--- config.mk ---
export PLATFORM = sky130hd
export DESIGN_NAME = mips_program_loader
export DESIGN_NICKNAME = d
export VERILOG_FILES = /design/src/rtl/mips_program_loader.sv
export SDC_FILE = /design/constraint.sdc
export NUM_CORES = 1
export LEC_CHECK = 0
export ABC_CLOCK_PERIOD_IN_PS = 4750
export CORE_MARGIN = 8
export CORE_UTILIZATION = 39
export DETAILED_ROUTE_END_ITERATION = 16
export PLACE_DENSITY = 0.59
export REMOVE_ABC_BUFFERS = 1
export SETUP_SLACK_MARGIN = 0.05
export SLEW_MARGIN = 20
export SYNTH_ARGS = -nofsm -noshare
export SYNTH_HDL_FRONTEND = slang
export SYNTH_SLANG_ARGS = --single-unit
--- constraint.sdc ---
create_clock -name clock -period 4.75 [get_ports clock]
set_clock_uncertainty 0.2 [all_clocks]
set_input_delay 0.475 -clock clock [delete_from_list [all_inputs] [get_ports clock]]
set_output_delay 0.475 -clock clock [all_outputs]
set_load 0.03 [all_outputs]
--- src/rtl/mips_program_loader.sv ---
// Boot loader for the two-phase MIPS core: decodes a header/data/checksum word stream
// into core memory writes and holds the core until a terminator follows a clean load.
module mips_program_loader #(
   parameter int ADDR_WIDTH = 10,
   parameter int DATA_WIDTH = 32
) (
   input  logic                  clock,
   input  logic                  reset,
   input  logic [DATA_WIDTH-1:0] in_data,
   input  logic                  in_valid,
   output logic                  in_ready,
   output logic                  mem_we,
   output logic [ADDR_WIDTH-1:0] mem_addr,
   output logic [DATA_WIDTH-1:0] mem_wdata,
   output logic                  core_hold,
   output logic                  load_done,
   output logic                  load_error,
   output logic [15:0]           words_written
);

   typedef enum logic [2:0] {HDR, DATA, CSUM, DONE, ERR} state_t;

   localparam logic [16:0] MEM_WORDS = 17'd1 << ADDR_WIDTH;

   state_t                  state;
   logic [DATA_WIDTH-1:0]   csum;
   logic [15:0]             remaining;
   logic [ADDR_WIDTH-1:0]   addr_ptr;

   logic        accept;
   logic [15:0] hdr_count;
   logic [15:0] hdr_base;
   logic [16:0] hdr_end;
   logic        hdr_range_err;

   assign accept    = in_valid && in_ready;
   assign hdr_count = in_data[31:16];
   assign hdr_base  = in_data[15:0];
   // End address is formed one bit wider so a block cannot wrap past the top of memory.
   assign hdr_end       = {1'b0, hdr_base} + {1'b0, hdr_count};
   assign hdr_range_err = ((hdr_base >> ADDR_WIDTH) != 16'd0) || (hdr_end > MEM_WORDS);

   function automatic logic [15:0] sat_inc(input logic [15:0] v);
      return (v == 16'hFFFF) ? v : v + 16'd1;
   endfunction

   always_ff @(posedge clock or posedge reset) begin
      if (reset) begin
         state         <= HDR;
         in_ready      <= 1'b0;
         mem_we        <= 1'b0;
         mem_addr      <= '0;
         mem_wdata     <= '0;
         core_hold     <= 1'b1;
         load_done     <= 1'b0;
         load_error    <= 1'b0;
         words_written <= 16'd0;
         csum          <= '0;
         remaining     <= 16'd0;
         addr_ptr      <= '0;
      end else begin
         mem_we <= 1'b0;
         case (state)
            HDR: begin
               in_ready <= 1'b1;
               if (accept) begin
                  if (hdr_count == 16'd0) begin
                     state     <= DONE;
                     in_ready  <= 1'b0;
                     core_hold <= 1'b0;
                     load_done <= 1'b1;
                  end else if (hdr_range_err) begin
                     state      <= ERR;
                     in_ready   <= 1'b0;
                     load_error <= 1'b1;
                  end else begin
                     addr_ptr  <= hdr_base[ADDR_WIDTH-1:0];
                     remaining <= hdr_count;
                     csum      <= in_data;
                     state     <= DATA;
                  end
               end
            end
            DATA: begin
               if (accept) begin
                  mem_we        <= 1'b1;
                  mem_addr      <= addr_ptr;
                  mem_wdata     <= in_data;
                  addr_ptr      <= addr_ptr + 1'b1;
                  remaining     <= remaining - 16'd1;
                  csum          <= csum ^ in_data;
                  words_written <= sat_inc(words_written);
                  if (remaining == 16'd1) state <= CSUM;
               end
            end
            CSUM: begin
               if (accept) begin
                  if (in_data == csum) begin
                     state <= HDR;
                  end else begin
                     state      <= ERR;
                     in_ready   <= 1'b0;
                     load_error <= 1'b1;
                  end
               end
            end
            DONE: in_ready <= 1'b0;
            ERR:  in_ready <= 1'b0;
            default: begin
               state      <= ERR;
               in_ready   <= 1'b0;
               load_error <= 1'b1;
            end
         endcase
      end
   end

endmodule

Word level (Yosys, flattened, before mapping). Index checks and enable logic that the tools add are counted.

Logic and storage cells: 89. Register bits: 124. Output and inout bits: 63.

Equality and inequality tests: 15. Bitwise logic cells: 5. $add $sub $neg: 4. Muxes and demuxes: 37. Reduce and logical (&&, ||, !) cells: 15. $lt $le $gt $ge: 1.

Operator list (number): $mux 32 (4); $mux 16 (4); $pmux 32 s2 (1); $mux 10 (4); $eq 32x32->1 (1); $pmux 16 s2 (1); $xor 32x32->32 (1); $mux 3 (7); $pmux 10 s2 (1); $add 16x16->17 (1); $gt 17x11->1 const B (1); $add 16x1->16 const B (1); $eq 16x1->1 const B (1); $eq 16x16->1 const B (1); $logic_not 16->1 (1); $ne 2x2->1 const B (8); $reduce_bool 16->1 (1); $sub 16x1->16 const B (1); $mux 1 (12); $pmux 3 s4 (1); $add 10x1->10 const B (1); $reduce_and 5->1 (2); $reduce_and 3->1 (3); $eq 3x2->1 const B (2); other kinds (12) (16).

Logic depth before layout (Yosys ltp).
Word-level depth: 7. Gate-level depth with buffers: 13. Mapped depth without buffers: 10.

Worst setup path before layout. Ideal clock, no wire load.

Path kind: in2reg. Start: input in_data[0]. End: register remaining[15]. Slack: 1.356 ns. Required time: 4.428 ns. Library setup time: 0.122 ns. Stages on the path: 12. Arrival: 3.071 ns. Path through: ha_1 fa_1 nand3_1 a21oi_1 or4_1 a211o_1 a221oi_1 o2111a_1 buf_4 buf_4 o22ai_1 o2bb2ai_1.

Word-level cells in the longest chain between the ends: 5.

RTL lines: start: declaration (line 9) `input logic [DATA_WIDTH-1:0] in_data,`; $add 16x16->17 (line 40) `assign hdr_end = {1'b0, hdr_base} + {1'b0, hdr_count};`; $gt 17x11->1 (line 41) `assign hdr_range_err = ((hdr_base >> ADDR_WIDTH) != 16'd0) || (hdr_end > MEM_WORDS);`; $logic_or 1x1->1 (line 41); $ne 2x2->1 (no source line); $reduce_and 5->1 (no source line); end signal: assignment (line 78) `remaining <= hdr_count;`; end signal: assignment (line 90) `remaining <= remaining - 16'd1;`; end: declaration (line 27) `logic [15:0] remaining;`.

Every way passes these cells. A chain may end at the register's enable or synchronous reset.

Worst setup path in the final report.
Start: input in_data[17]. End: register remaining[10].

Word-level cells in the longest chain between the ends: 5. Elaborated cells between the ends (all ways): 7. Classes of those cells: add/sub: 1; order compare: 1; eq/ne: 2; reduce/logical: 3.

RTL lines (line): $add 16x16->17 (40); $gt 17x11->1 (41); $logic_or 1x1->1 (41); $ne 2x2->1 (no source line); $reduce_and 5->1 (no source line) *.

Every way passes the cells marked *; elsewhere a longest branch is shown, timed or not.

==> results_dict.tcl <==
set metrics [dict create \
    critPathTopFamily "simple AND/OR/NAND/NOR gates" \
    postLayoutCoreUtil 0.502 \
    synth_sequential_area_ratio 0.416 \
    synth.ff_latch_count 124 \
    grt_pass1_wl_mm 36.2 \
    min_delay_path_depth 1 \
    slowest_cell_delay_on_critical_path_ns 0.87 \
    netlist_instances 874 \
    worst_pin_slew_ns 1.08 \
    area.growth.synth_to_final_pct 26.4 \
    achievable-frequency_mhz 242 \
    drt-initial-drc-count 626 \
    critical_path_class "in2reg" \
    maxCapViolCount 0 \
    clkTransAtPathRegs_ns 0.06 \
    maximum_clock_path_buffer_count 2 \
    finalSetupViolations 0 \
    critical_path_required_ns 4.80 \
    cts.repair_timing.setup_buffer_count 0 \
    fin_ws_ns 0.623 \
    clk_latency_ns 0.43 \
    mappedNetlistArea_sq_um 7460 \
    overall_die_area_sq_um 23800 \
    worstPathCellList "clkdlybuf4s50_1 > fa_1 > nand3_1 > a21oi_1 > or3_1 > o311ai_0 > a221oi_1 > o2111a_2 > nor2_2 > o221ai_1" \
    pwr-share-seq 0.403 \
    ctsHtreeMaxLevel 4 \
    run_status "completed" \
    total_power_consumption_of_the_routed_design_mw 2.64 \
    synthFlopType "sky130_fd_sc_hd__dfrtp_1" \
    worst_ir_drop_vdd_v 0.000253 \
    port_bufs 97 \
    power.internal_mw 1.98 \
    maxSlewViolCount 0 \
    gr-usage-all-layers 0.188 \
    p_sw_frac 0.248 \
    share_clk_of_total_power 0.492 \
    reg2reg_setup_slack_ns 1.81 \
    clock_tree.root_cell "sky130_fd_sc_hd__clkbuf_16" \
    maxSlewHeadroom 0.280 \
    syn_area_per_cell_sq_um 8.53 \
    reg2reg_to "words_written[15]$_DFFE_PP0P_" \
    first_global_vias 6687 \
    postRouteWirelength_mm 22.3 \
    r2r-start "state[0]$_DFFE_PP0P_" \
    grt_setup_unrepaired "false" \
    clock_sink_count 124 \
    tritoncts "done" \
    r2r_cells 8 \
    net-switching-power_mw 0.655 \
    hpwlAfterDp_mm 15.4 \
    finalHoldViolCount 0 \
    yosysUniqueCellTypes 70 \
    drive_above_1_share 0.0957 \
    post-route-period-util 0.869 \
    crit_path_max_fanout 17 \
    setup_total_negative_slack_ns 0 \
    hold-path-endpoint "load_done$_DFFE_PP0P_" \
    placeableCoreArea_sq_um 18800 \
    timing.critical_path.slowest_stage_cell "sky130_fd_sc_hd__nor2_2" \
    globalRouteOverflowTotal 0 \
    hold_ws_ns 0.270 \
    ant_nets 0 \
    crit_path_start_kind "input port" \
    antenna_found_initial 0 \
    cellPowerDensity_nw_per_um2 280 \
    post_cts_resize_count 0 \
    die_h_um 154 \
    min_from "load_done$_DFFE_PP0P_" \
    worst_setup_path_end_kind "flip-flop" \
    routed-via-count 6897 \
    comb_power_share 0.106 \
    synth_async_sr_flop_share 1.00 \
    die_w_um 154 \
    routed_wire_per_std_cell_um 18.2 \
    final_net_count 1036 \
    start_util 0.397 \
    std_cell_rows 50 \
    synth-warning-count 0 \
    timing.critical_path.arrival_ns 4.18 \
    period_needed_ns 4.13 \
    antenna-diode-count 0 \
    timing.hold.worst.class "reg2reg" \
    drc_errors 0 \
    drt-vias-per-instance 5.62 \
    power_leakage_nw 4.07 \
    grt_max_degree 84 \
    ioPinCount 98 \
    drtPass1Iterations 8 \
    hold_buffer_count_at_cts 0 \
    synth_edf_count 0 \
    crit_buf_inv 1 \
    place_congestion 0.891 \
    preCtsSetupSlack_ns 0.319 \
    numCtsBuffers 17 \
]
==> cell usage in the layout (no fill, tap or decap), types with 5 or more instances in the layout <==
| master | count |
|---|---|
| sky130_fd_sc_hd__o221ai_2 | 6 |
| sky130_fd_sc_hd__dfrtp_1 | 123 |
| sky130_fd_sc_hd__and3_1 | 5 |
| sky130_fd_sc_hd__a21oi_1 | 37 |
| sky130_fd_sc_hd__or4_1 | 8 |
| sky130_fd_sc_hd__nand3_1 | 57 |
| sky130_fd_sc_hd__o221ai_1 | 9 |
| sky130_fd_sc_hd__or3_1 | 10 |
| sky130_fd_sc_hd__buf_4 | 39 |
| sky130_fd_sc_hd__a22oi_1 | 31 |
| sky130_fd_sc_hd__a22o_1 | 5 |
| sky130_fd_sc_hd__xor2_1 | 37 |
| sky130_fd_sc_hd__nor3_1 | 27 |
| sky130_fd_sc_hd__nor2_1 | 24 |
| sky130_fd_sc_hd__xnor2_1 | 14 |
| sky130_fd_sc_hd__ha_1 | 20 |
| sky130_fd_sc_hd__nor4_1 | 16 |
| sky130_fd_sc_hd__clkinv_2 | 5 |
| sky130_fd_sc_hd__o21ai_0 | 48 |
| sky130_fd_sc_hd__clkbuf_16 | 17 |
| sky130_fd_sc_hd__nand2_1 | 160 |
| sky130_fd_sc_hd__inv_1 | 42 |
| sky130_fd_sc_hd__clkdlybuf4s50_1 | 97 |
| sky130_fd_sc_hd__a21o_1 | 10 |
| sky130_fd_sc_hd__a31oi_1 | 6 |
| sky130_fd_sc_hd__o21ai_1 | 29 |
| sky130_fd_sc_hd__nand4_1 | 13 |
| sky130_fd_sc_hd__o22ai_1 | 7 |
==> worst max path at each step <==
stage / from / slack (ns) / to / cells after the start
after floorplan: state[0]$_DFFE_PP0P_ / -4.08 / remaining[10]$_DFFE_PP0P_ / 6
after global placement: in_data[17] / 0.38 / remaining[13]$_DFFE_PP0P_ / 10
after detailed placement: in_data[17] / 0.32 / remaining[10]$_DFFE_PP0P_ / 10
after CTS: in_data[17] / 0.74 / remaining[10]$_DFFE_PP0P_ / 10
after global routing: in_data[17] / 0.36 / remaining[11]$_DFFE_PP0P_ / 10
final: in_data[17] / 0.62 / remaining[10]$_DFFE_PP0P_ / 10
==> sequential cells by signal (all words and copies together), names as in the netlist, 3 cells and up <==
register	count
state	3
mem_wdata	32
remaining	16
addr_ptr	10
mem_addr	10
csum	32
words_written	16
==> synth_stat cells (14+ instances only) <==
cell type                  number  area share
sky130_fd_sc_hd__nand2_1      160       0.081
sky130_fd_sc_hd__dfrtp_1      123        0.41
sky130_fd_sc_hd__nand3_1       58       0.039
sky130_fd_sc_hd__o21ai_0       48       0.032
sky130_fd_sc_hd__inv_1         43       0.022
sky130_fd_sc_hd__a21oi_1       37       0.025
sky130_fd_sc_hd__xor2_1        37       0.043
sky130_fd_sc_hd__clkbuf_1      33       0.017
sky130_fd_sc_hd__a22oi_1       31       0.031
sky130_fd_sc_hd__o21ai_1       29       0.019
sky130_fd_sc_hd__nor3_1        28       0.019
sky130_fd_sc_hd__nor2_1        24       0.012
sky130_fd_sc_hd__ha_1          20       0.034
sky130_fd_sc_hd__nor4_1        16       0.013
sky130_fd_sc_hd__xnor2_1       14       0.016
==> routing by layer <==
metal	global-route usage	vias up	share of wire
li1	-	3375	-
met1	0.258	3230	0.47
met5	0	-	0
met3	0.0504	41	0.069
met4	0.0667	0	0.023
met2	0.281	251	0.44
==> cells by family after synthesis <==
group                    Yosys count  share of synthesized area
buffers and inverters             95                     0.0528
multiplexers                       2                    0.00285
AND/OR/NAND/NOR                  345                      0.217
XOR/XNOR                          51                     0.0599
AO/OA/AOI/OAI                    236                      0.215
flip-flops                       124                      0.416
adder cells (fa/ha/maj)           21                     0.0362
==> metrics by stage <==
stage / instances / cell area [sq um]
detailed placement: 1195 / 8840
global placement: 1195 / 8840
floorplan: 823 / 7230
CTS: 1227 / 9430
finish: 1227 / 9430
global route: 1227 / 9430
==> power by group through the flow <==
stage	registers [mW]	logic, mW	clock network, mW
2_1_floorplan	1.08	0.146	0
3_3_place_gp	1.08	0.280	0
3_5_place_dp	1.08	0.277	0
4_1_cts	1.06	0.279	1.32
5_1_grt	1.06	0.308	1.37
6_report	1.06	0.279	1.30
==> worst reg2reg max path, cell delays in order, from the launching register on <==
cell                      delay, ns
sky130_fd_sc_hd__dfrtp_1       0.54
sky130_fd_sc_hd__inv_1         0.14
sky130_fd_sc_hd__nor3_2        0.22
sky130_fd_sc_hd__nand3_2       0.17
sky130_fd_sc_hd__a21oi_1       0.47
sky130_fd_sc_hd__and3_1        0.30
sky130_fd_sc_hd__nor3b_1       0.46
sky130_fd_sc_hd__nand3_1       0.17
sky130_fd_sc_hd__xnor2_1       0.15
==> cell type report <==
class	instances	area (sq um)
clock buffer	21	470
clock inverter	11	118
fill	1841	9340
inverter	44	168
multi-input combinational	655	3970
sequential	124	3100
tap	234	293
timing repair buffer	138	1300
No activity file was read; power rests on OpenSTA's default activity.
